[src/rtl/mem_arb_pkg.sv]
// Shared types and constants for the unified memory port arbiter.
package mem_arb_pkg;

    typedef enum logic {IDLE, ACCESS} state_t;
    typedef enum logic {OWN_IF, OWN_DM} owner_t;

    localparam int MEM_LAT_DEF = 2;
    localparam int CNT_W       = 4;

endpackage

[src/rtl/mem_port_arbiter_if.sv]
// Bus bundle between pipeline stages, arbiter and the single-ported memory.
interface mem_port_arbiter_if #(
    parameter int ADDR_W = 64,
    parameter int DATA_W = 64
);
    logic              if_req;
    logic [ADDR_W-1:0] if_addr;
    logic              if_flush;
    logic              if_valid;
    logic [31:0]       if_rdata;
    logic              dm_read;
    logic              dm_write;
    logic [ADDR_W-1:0] dm_addr;
    logic [DATA_W-1:0] dm_wdata;
    logic              dm_valid;
    logic [DATA_W-1:0] dm_rdata;
    logic              stall;
    logic              mem_en;
    logic              mem_we;
    logic [ADDR_W-1:0] mem_addr;
    logic [DATA_W-1:0] mem_wdata;
    logic [DATA_W-1:0] mem_rdata;

    // Arbiter view.
    modport slave (
        input  if_req, if_addr, if_flush, dm_read, dm_write, dm_addr, dm_wdata, mem_rdata,
        output if_valid, if_rdata, dm_valid, dm_rdata, stall, mem_en, mem_we, mem_addr, mem_wdata
    );

    // Pipeline-plus-memory view.
    modport master (
        output if_req, if_addr, if_flush, dm_read, dm_write, dm_addr, dm_wdata, mem_rdata,
        input  if_valid, if_rdata, dm_valid, dm_rdata, stall, mem_en, mem_we, mem_addr, mem_wdata
    );

endinterface

[src/rtl/mem_lat_counter.sv]
// Fixed-latency access counter: loads 1 on issue, counts up, flags cnt == MEM_LAT.
module mem_lat_counter
    import mem_arb_pkg::*;
#(
    parameter int MEM_LAT = MEM_LAT_DEF
) (
    input  logic i_clk,
    input  logic i_rst,
    input  logic i_load,
    input  logic i_inc,
    input  logic i_clr,
    output logic o_tc
);

    localparam logic [CNT_W-1:0] TC = CNT_W'(MEM_LAT);

    logic [CNT_W-1:0] r_cnt;

    // NOTE: sequential state uses non-blocking assignments so every flop samples pre-edge values.
    always_ff @(posedge i_clk) begin
        if (i_rst) begin
            r_cnt <= '0;
        end else if (i_load) begin
            r_cnt <= CNT_W'(1);
        end else if (i_clr) begin
            r_cnt <= '0;
        end else if (i_inc) begin
            r_cnt <= r_cnt + CNT_W'(1);
        end
    end

    assign o_tc = (r_cnt == TC);

endmodule

[src/rtl/mem_port_arbiter.sv]
// Shares one fixed-latency memory between IF and MEM; data wins, pipeline stalls until all requesters are served.
module mem_port_arbiter
    import mem_arb_pkg::*;
#(
    parameter int MEM_LAT = MEM_LAT_DEF,
    parameter int ADDR_W  = 64,
    parameter int DATA_W  = 64
) (
    input  logic               i_clk,
    input  logic               i_rst,
    mem_port_arbiter_if.slave  io_bus
);

    state_t            r_state, w_state_nxt;
    owner_t            r_owner, w_owner_nxt;
    logic              r_if_done, r_dm_done, r_if_stale;
    logic [31:0]       r_if_buf;
    logic [DATA_W-1:0] r_dm_buf;

    logic              w_dm_any, w_advance, w_issue_dm, w_issue_if, w_capture, w_cnt_tc;
    logic [ADDR_W-1:0] w_issue_addr;

    assign w_dm_any  = io_bus.dm_read | io_bus.dm_write;
    assign w_advance = (io_bus.if_req | w_dm_any) & (~io_bus.if_req | r_if_done)
                     & (~w_dm_any | r_dm_done);

    mem_lat_counter #(.MEM_LAT(MEM_LAT)) u_cnt (
        .i_clk  (i_clk),
        .i_rst  (i_rst),
        .i_load (w_issue_dm | w_issue_if),
        .i_inc  (r_state == ACCESS),
        .i_clr  (w_capture),
        .o_tc   (w_cnt_tc)
    );

    // NOTE: every signal driven here gets a default first so no path can infer a latch.
    always_comb begin
        w_state_nxt      = r_state;
        w_owner_nxt      = r_owner;
        w_issue_dm       = 1'b0;
        w_issue_if       = 1'b0;
        w_capture        = 1'b0;
        w_issue_addr     = '0;
        io_bus.mem_en    = 1'b0;
        io_bus.mem_we    = 1'b0;
        io_bus.mem_wdata = '0;
        case (r_state)
            IDLE: begin
                if (w_dm_any && !r_dm_done) begin
                    w_issue_dm       = 1'b1;
                    w_owner_nxt      = OWN_DM;
                    w_state_nxt      = ACCESS;
                    io_bus.mem_en    = 1'b1;
                    io_bus.mem_we    = io_bus.dm_write;
                    io_bus.mem_wdata = io_bus.dm_wdata;
                    w_issue_addr     = io_bus.dm_addr;
                end else if (io_bus.if_req && !r_if_done) begin
                    w_issue_if       = 1'b1;
                    w_owner_nxt      = OWN_IF;
                    w_state_nxt      = ACCESS;
                    io_bus.mem_en    = 1'b1;
                    w_issue_addr     = io_bus.if_addr;
                end
            end
            ACCESS: begin
                if (w_cnt_tc) begin
                    w_capture   = 1'b1;
                    w_state_nxt = IDLE;
                end
            end
            default: w_state_nxt = IDLE;
        endcase
        io_bus.mem_addr = w_issue_addr;
        io_bus.stall    = (io_bus.if_req | w_dm_any) & ~w_advance;
        io_bus.if_valid = w_advance & io_bus.if_req & ~io_bus.if_flush;
        io_bus.dm_valid = w_advance & w_dm_any;
        io_bus.if_rdata = io_bus.if_valid ? r_if_buf : '0;
        io_bus.dm_rdata = io_bus.dm_valid ? r_dm_buf : '0;
    end

    always_ff @(posedge i_clk) begin
        if (i_rst) begin
            r_state    <= IDLE;
            r_owner    <= OWN_IF;
            r_if_done  <= 1'b0;
            r_dm_done  <= 1'b0;
            r_if_stale <= 1'b0;
            r_if_buf   <= '0;
            r_dm_buf   <= '0;
        end else begin
            r_state <= w_state_nxt;
            r_owner <= w_owner_nxt;
            if (w_advance) begin
                r_if_done <= 1'b0;
                r_dm_done <= 1'b0;
                r_if_buf  <= '0;
                r_dm_buf  <= '0;
            end
            if (w_capture) begin
                if (r_owner == OWN_DM) begin
                    r_dm_done <= 1'b1;
                    r_dm_buf  <= io_bus.dm_write ? '0 : io_bus.mem_rdata;
                end else if (!r_if_stale && !io_bus.if_flush) begin
                    r_if_done <= 1'b1;
                    r_if_buf  <= io_bus.mem_rdata[31:0];
                end
            end
            if (io_bus.if_flush) begin
                r_if_done <= 1'b0;
                r_if_buf  <= '0;
            end
            // A flush while IF owns the port poisons that fetch until its capture.
            if (w_issue_if) begin
                r_if_stale <= io_bus.if_flush;
            end else if (w_capture) begin
                r_if_stale <= 1'b0;
            end else if (io_bus.if_flush && r_state == ACCESS && r_owner == OWN_IF) begin
                r_if_stale <= 1'b1;
            end
        end
    end

endmodule

[src/flat_wrapper.sv]
// flat-port wrapper written by rule: the top's interface ports become plain ports
module mem_port_arbiter_flat import mem_arb_pkg::*;
#(
    parameter int MEM_LAT = MEM_LAT_DEF,
    parameter int ADDR_W  = 64,
    parameter int DATA_W  = 64
)
  (i_clk, i_rst, io_bus_if_req, io_bus_if_addr, io_bus_if_flush, io_bus_dm_read, io_bus_dm_write, io_bus_dm_addr, io_bus_dm_wdata, io_bus_mem_rdata, io_bus_if_valid, io_bus_if_rdata, io_bus_dm_valid, io_bus_dm_rdata, io_bus_stall, io_bus_mem_en, io_bus_mem_we, io_bus_mem_addr, io_bus_mem_wdata);
  mem_port_arbiter_if #(.ADDR_W(ADDR_W), .DATA_W(DATA_W)) io_bus_i ();
  input  logic i_clk;
  input  logic i_rst;
  input wire logic [$bits(io_bus_i.if_req)-1:0] io_bus_if_req;
  input wire logic [$bits(io_bus_i.if_addr)-1:0] io_bus_if_addr;
  input wire logic [$bits(io_bus_i.if_flush)-1:0] io_bus_if_flush;
  input wire logic [$bits(io_bus_i.dm_read)-1:0] io_bus_dm_read;
  input wire logic [$bits(io_bus_i.dm_write)-1:0] io_bus_dm_write;
  input wire logic [$bits(io_bus_i.dm_addr)-1:0] io_bus_dm_addr;
  input wire logic [$bits(io_bus_i.dm_wdata)-1:0] io_bus_dm_wdata;
  input wire logic [$bits(io_bus_i.mem_rdata)-1:0] io_bus_mem_rdata;
  output wire logic [$bits(io_bus_i.if_valid)-1:0] io_bus_if_valid;
  output wire logic [$bits(io_bus_i.if_rdata)-1:0] io_bus_if_rdata;
  output wire logic [$bits(io_bus_i.dm_valid)-1:0] io_bus_dm_valid;
  output wire logic [$bits(io_bus_i.dm_rdata)-1:0] io_bus_dm_rdata;
  output wire logic [$bits(io_bus_i.stall)-1:0] io_bus_stall;
  output wire logic [$bits(io_bus_i.mem_en)-1:0] io_bus_mem_en;
  output wire logic [$bits(io_bus_i.mem_we)-1:0] io_bus_mem_we;
  output wire logic [$bits(io_bus_i.mem_addr)-1:0] io_bus_mem_addr;
  output wire logic [$bits(io_bus_i.mem_wdata)-1:0] io_bus_mem_wdata;
  assign io_bus_i.if_req = io_bus_if_req;
  assign io_bus_i.if_addr = io_bus_if_addr;
  assign io_bus_i.if_flush = io_bus_if_flush;
  assign io_bus_i.dm_read = io_bus_dm_read;
  assign io_bus_i.dm_write = io_bus_dm_write;
  assign io_bus_i.dm_addr = io_bus_dm_addr;
  assign io_bus_i.dm_wdata = io_bus_dm_wdata;
  assign io_bus_i.mem_rdata = io_bus_mem_rdata;
  assign io_bus_if_valid = io_bus_i.if_valid;
  assign io_bus_if_rdata = io_bus_i.if_rdata;
  assign io_bus_dm_valid = io_bus_i.dm_valid;
  assign io_bus_dm_rdata = io_bus_i.dm_rdata;
  assign io_bus_stall = io_bus_i.stall;
  assign io_bus_mem_en = io_bus_i.mem_en;
  assign io_bus_mem_we = io_bus_i.mem_we;
  assign io_bus_mem_addr = io_bus_i.mem_addr;
  assign io_bus_mem_wdata = io_bus_i.mem_wdata;
  mem_port_arbiter #(.MEM_LAT(MEM_LAT), .ADDR_W(ADDR_W), .DATA_W(DATA_W)) u_core (.i_clk(i_clk), .i_rst(i_rst), .io_bus(io_bus_i));
endmodule
[config.mk]
export PLATFORM = sky130hd
export DESIGN_NAME = mem_port_arbiter_flat
export DESIGN_NICKNAME = d
export VERILOG_FILES = /design/src/rtl/mem_arb_pkg.sv /design/src/rtl/mem_port_arbiter_if.sv /design/src/rtl/mem_lat_counter.sv /design/src/rtl/mem_port_arbiter.sv /design/src/flat_wrapper.sv
export SDC_FILE = /design/constraint.sdc
export NUM_CORES = 1
export LEC_CHECK = 0
export ABC_AREA = 1
export CORE_AREA = 10 10 185 187
export CTS_BUF_LIST = sky130_fd_sc_hd__clkbuf_4 sky130_fd_sc_hd__clkbuf_8
export DETAILED_ROUTE_END_ITERATION = 12
export DIE_AREA = 0 0 195 197
export GPL_TIMING_DRIVEN = 0
export PLACE_DENSITY_LB_ADDON = 0.1
export SLEW_MARGIN = 20
export SYNTH_ARGS = -nofsm -noshare
export SYNTH_HDL_FRONTEND = slang
export SYNTH_SLANG_ARGS = --single-unit
[constraint.sdc]
create_clock -name i_clk -period 2.1 [get_ports i_clk]
set_input_delay 0.315 -clock i_clk [delete_from_list [all_inputs] [get_ports i_clk]]
set_output_delay 0.315 -clock i_clk [all_outputs]
set_load 0.005 [all_outputs]
==> results of run 1 <==
## power by group through the flow
stage | combinational [mW] | clock, mW | sequential [mW]
after floorplan | 0.432 | 0 | 2.05
after global placement | 1.61 | 0 | 2.05
after detailed placement | 1.61 | 0 | 2.05
after CTS | 1.59 | 1.36 | 2.01
after global routing | 1.71 | 1.43 | 2.01
final | 1.59 | 1.29 | 2.01
## sequential cells by signal (all words and copies together) (netlist names)
signal,count
u_core.r_if_stale,1
u_core.r_dm_buf,64
u_core.r_dm_done,1
u_core.u_cnt.r_cnt,4
u_core.r_owner,1
u_core.r_if_done,1
u_core.r_state,1
u_core.r_if_buf,32
## metal layers
metal	share of wire, %	routed length [um]	vias up	global-route usage [%]
met5	0	0	-	0
met4	2.0	775	0	4.921
met3	8.8	3429	28	7.162
met2	52	20220	285	34.66
met1	37	14430	3738	19.65
li1	-	-	4288	-
## area by class of cell
type,instances,area (um2)
multi-input combinational,697,3493
inverter,175,664.4
sequential,105,2111
fill,3330,18290
clock buffer,9,123.9
antenna,1,2.502
buffer,74,648.1
tap,396,495.5
clock inverter,7,71.32
timing repair buffer,525,4532
## critical path, cell delays in order (launching register included)
cell and delay, ns:
dfxtp_2 0.37, inv_4 0.05, nand2_4 0.08, nand2_4 0.07, nor3_4 0.21, inv_2 0.12
buf_6 0.15, buf_16 0.15, nor2_4 0.10, buf_6 0.11
## layout by cell type (no fill, tap or decap), types with 5 or more instances in the layout
cell,count
nand2_2,14
buf_6,36
buf_8,10
nor2_2,31
inv_1,170
o21ai_0,34
buf_4,33
clkbuf_16,7
nand2_1,230
clkbuf_1,17
dfxtp_1,102
clkbuf_4,6
nand3_1,129
nor2_4,42
dlygate4sd2_1,37
buf_2,107
clkbuf_8,13
clkdlybuf4s15_1,12
nor2_1,97
clkbuf_2,62
clkdlybuf4s50_1,258
a21oi_1,103
buf_12,5
## Yosys cell counts
cell type  count  area (um2)
buf_4          8       60.06
nand3_2        1       10.01
dfxtp_1      105        2102
nor2_1       168       630.6
inv_2          2       7.510
o21ai_0       34       170.2
inv_1        173       649.4
nor2_4         1       11.26
nand3b_1       1       7.510
nor3_2         1       10.01
nand2_1      248       930.9
or2_2          1       6.260
a21oi_1      103       515.5
clkbuf_1      32       120.1
and3_1         1       6.260
buf_2         39       195.2
xor2_1         1       8.760
nand4_1        2       12.51
nand3_1      131       655.6
nor2_2         1       6.260
buf_1          1       3.750
ha_1           2       25.02
a21boi_0       1       7.510
## kinds of logic after synthesis
kind of cell / count (synthesis)
simple gates: 556
buf+inv: 255
compound gates: 138
flops: 105
fa+ha+maj: 2
xor+xnor: 1
## through the flow
stage                     hold slack, ns  power, mW  setup TNS [ns]  util, %  cells
final                             0.3497      4.890        -0.01493    39.90   1989
after global routing              0.3534      5.156          -1.965    39.90   1989
after CTS                         0.4263      4.951          -2.623    38.99   1983
after detailed placement          0.4550      3.662         -156.76    37.93   1942
after global placement            0.4530      3.667         -152.46    37.93   1942
after floorplan                   0.4373      2.484               0        -   1057
## worst min-delay path by stage
stage	from	to	slack, ns	cells after the start
2_1_floorplan	u_core.r_if_buf[18]	u_core.r_if_buf[18]	0.44	2
4_1_cts	io_bus_mem_rdata[35]	u_core.r_dm_buf[35]	0.43	3
3_5_place_dp	u_core.r_if_buf[6]	u_core.r_if_buf[6]	0.46	2
5_1_grt	io_bus_dm_write	u_core.r_dm_buf[63]	0.35	4
3_3_place_gp	u_core.r_if_buf[13]	u_core.r_if_buf[13]	0.45	2
6_report	io_bus_dm_write	u_core.r_dm_buf[2]	0.35	4
## what timing repair did
item | 4_1_cts | 5_1_grt
gates resized for setup | 764 | 256
setup endpoints to repair | 229 | 181
hold buffers | 0 | 0
pin swaps | 12 | 17
buffers inserted | 24 | 6
gates cloned | 2 | 4
==> key figures, run 1 <==
Synthesis
  • Adder-cell share of the synthesized area: 0.4068%
  • Synth Instances: 1,057
  • Post-Synth XOR/XNOR Area: 0.1424%
  • #FFs+latches synth: 105
  • Largest family of logic cells by synthesized area: simple AND/OR/NAND/NOR gates
  • Sequential area share after synthesis: 34.17%
  • Synth Area in Simple Gates: 37.18%
  • Mux cell area share after synthesis: 0%
  • Complex-gate fraction of the synthesized area: 11.27%
  • Count of cell types in the netlist: 23
  • Synthesized Nets: 1,321
  • Ys Warns: 0
  • Syn Area/Cell: 5.820 um2
  • Synthesized area: 6152 um2

STA
  • Crit share post-route: 100.7%
  • RSZ-0062 raised after global routing: yes
  • Setup ws final: -0.01493 ns
  • Max-slew violation count: 0
  • Layout Skew: 0.01671 ns
  • Maximum operating frequency: 472.8 MHz
  • Relative slew slack: 61.57%
  • Final min period: 2.115 ns
  • # setup viols final: 1
  • Slew of the pin with the lowest slew margin: 0.5744 ns
  • Endpoints failing hold: 0

Pwr
  • Power Internal: 3.345 mW
  • Switch Pwr: 1.546 mW
  • Maximum vdd drop: 0.0002275 V
  • Reg power frac: 41.1%
  • Pwr dens: 402.8 nW/um2
  • Lkg Pwr: 5.224 nW
  • Clock power share: 26.4%
  • Combinational power share: 32.5%
  • Switching share of power: 31.60%

Drt
  • Antenna Violating Nets Remaining: 0
  • DR WL/cell: 19.53 um
  • DR iter-0 viols: 353
  • Routed vias: 8,339
  • Pre-antenna DRT Iters: 4
  • WL final: 38,850 um
  • # DRC: 0
  • Via/cell ratio: 4.193

Critical path
  • Critical Path End Type: output pin
  • Worst Path Required: 1.78 ns
  • CP arrival: 1.80 ns
  • Worst setup SP type: flip-flop
  • Setup crit end: io_bus_if_rdata[19]
  • Reg2reg start: u_core.u_cnt.r_cnt[0]
  • Worst reg-to-reg setup slack: 0.27 ns
  • Launch point of the critical path: u_core.r_if_done
  • Crit Path Category: reg -> out
  • Reg2reg path depth: 7
  • Crit path max fanout: 5
  • Crit Reg-Reg Endpoint: u_core.r_dm_buf[55]

Place
  • Placed cell area: 11,540 um2
  • Number of port buffers: 489
  • Pre-CTS WS: -0.9126 ns
  • DP Wirelength: 32,440 um
  • Final GP Congestion: 0.8998

Floorplan
  • Die Ht: 197 um
  • CORE AREA: 30,430 um2
  • Row count: 64
  • Die area: 38,420 um2
  • Initial core utilization: 20.22%
  • Ports: 491
  • Horiz. Die Dim: 195 um

Final layout
  • Synth-to-layout area growth: 97.36%
  • Nets: 1,851
  • Share of layout cells above drive strength 1: 24.75%
  • Final instance area: 12,140 um2

Clocking
  • CTS H-tree depth: 3
  • Clock Tree Buf Depth: 2
  • Skew-Pair Late Insertion Delay: 0.39 ns
  • CTS tree: yes
  • CTS Sinks: 105
  • Clock transition at path regs: 0.11 ns
  • Root buffer cell: clkbuf_8
  • Num CTS Buffers: 9

Run
  • Max cap viols: 0

Global route
  • Grt ovf: 0
  • Pin count of the biggest net entering global routing: 21
  • First-pass GRT wire length: 55,220 um
  • Initial antenna violation count: 1
  • Vias in the first global route: 8,392
  • Global Route Usage Sum: 18.84%

Status
  • Status: finished, violations left
  • Failing checks: negative setup slack

Hold path
  • Hold Crit Class: in -> reg
No activity file was read; power rests on OpenSTA's default activity.
==> run 2, diff against run 1 <==
- CAP_MARGIN: not set -> 20
==> results of run 2 <==
The final DEF is identical to that of run 1; final timing and power are the same.
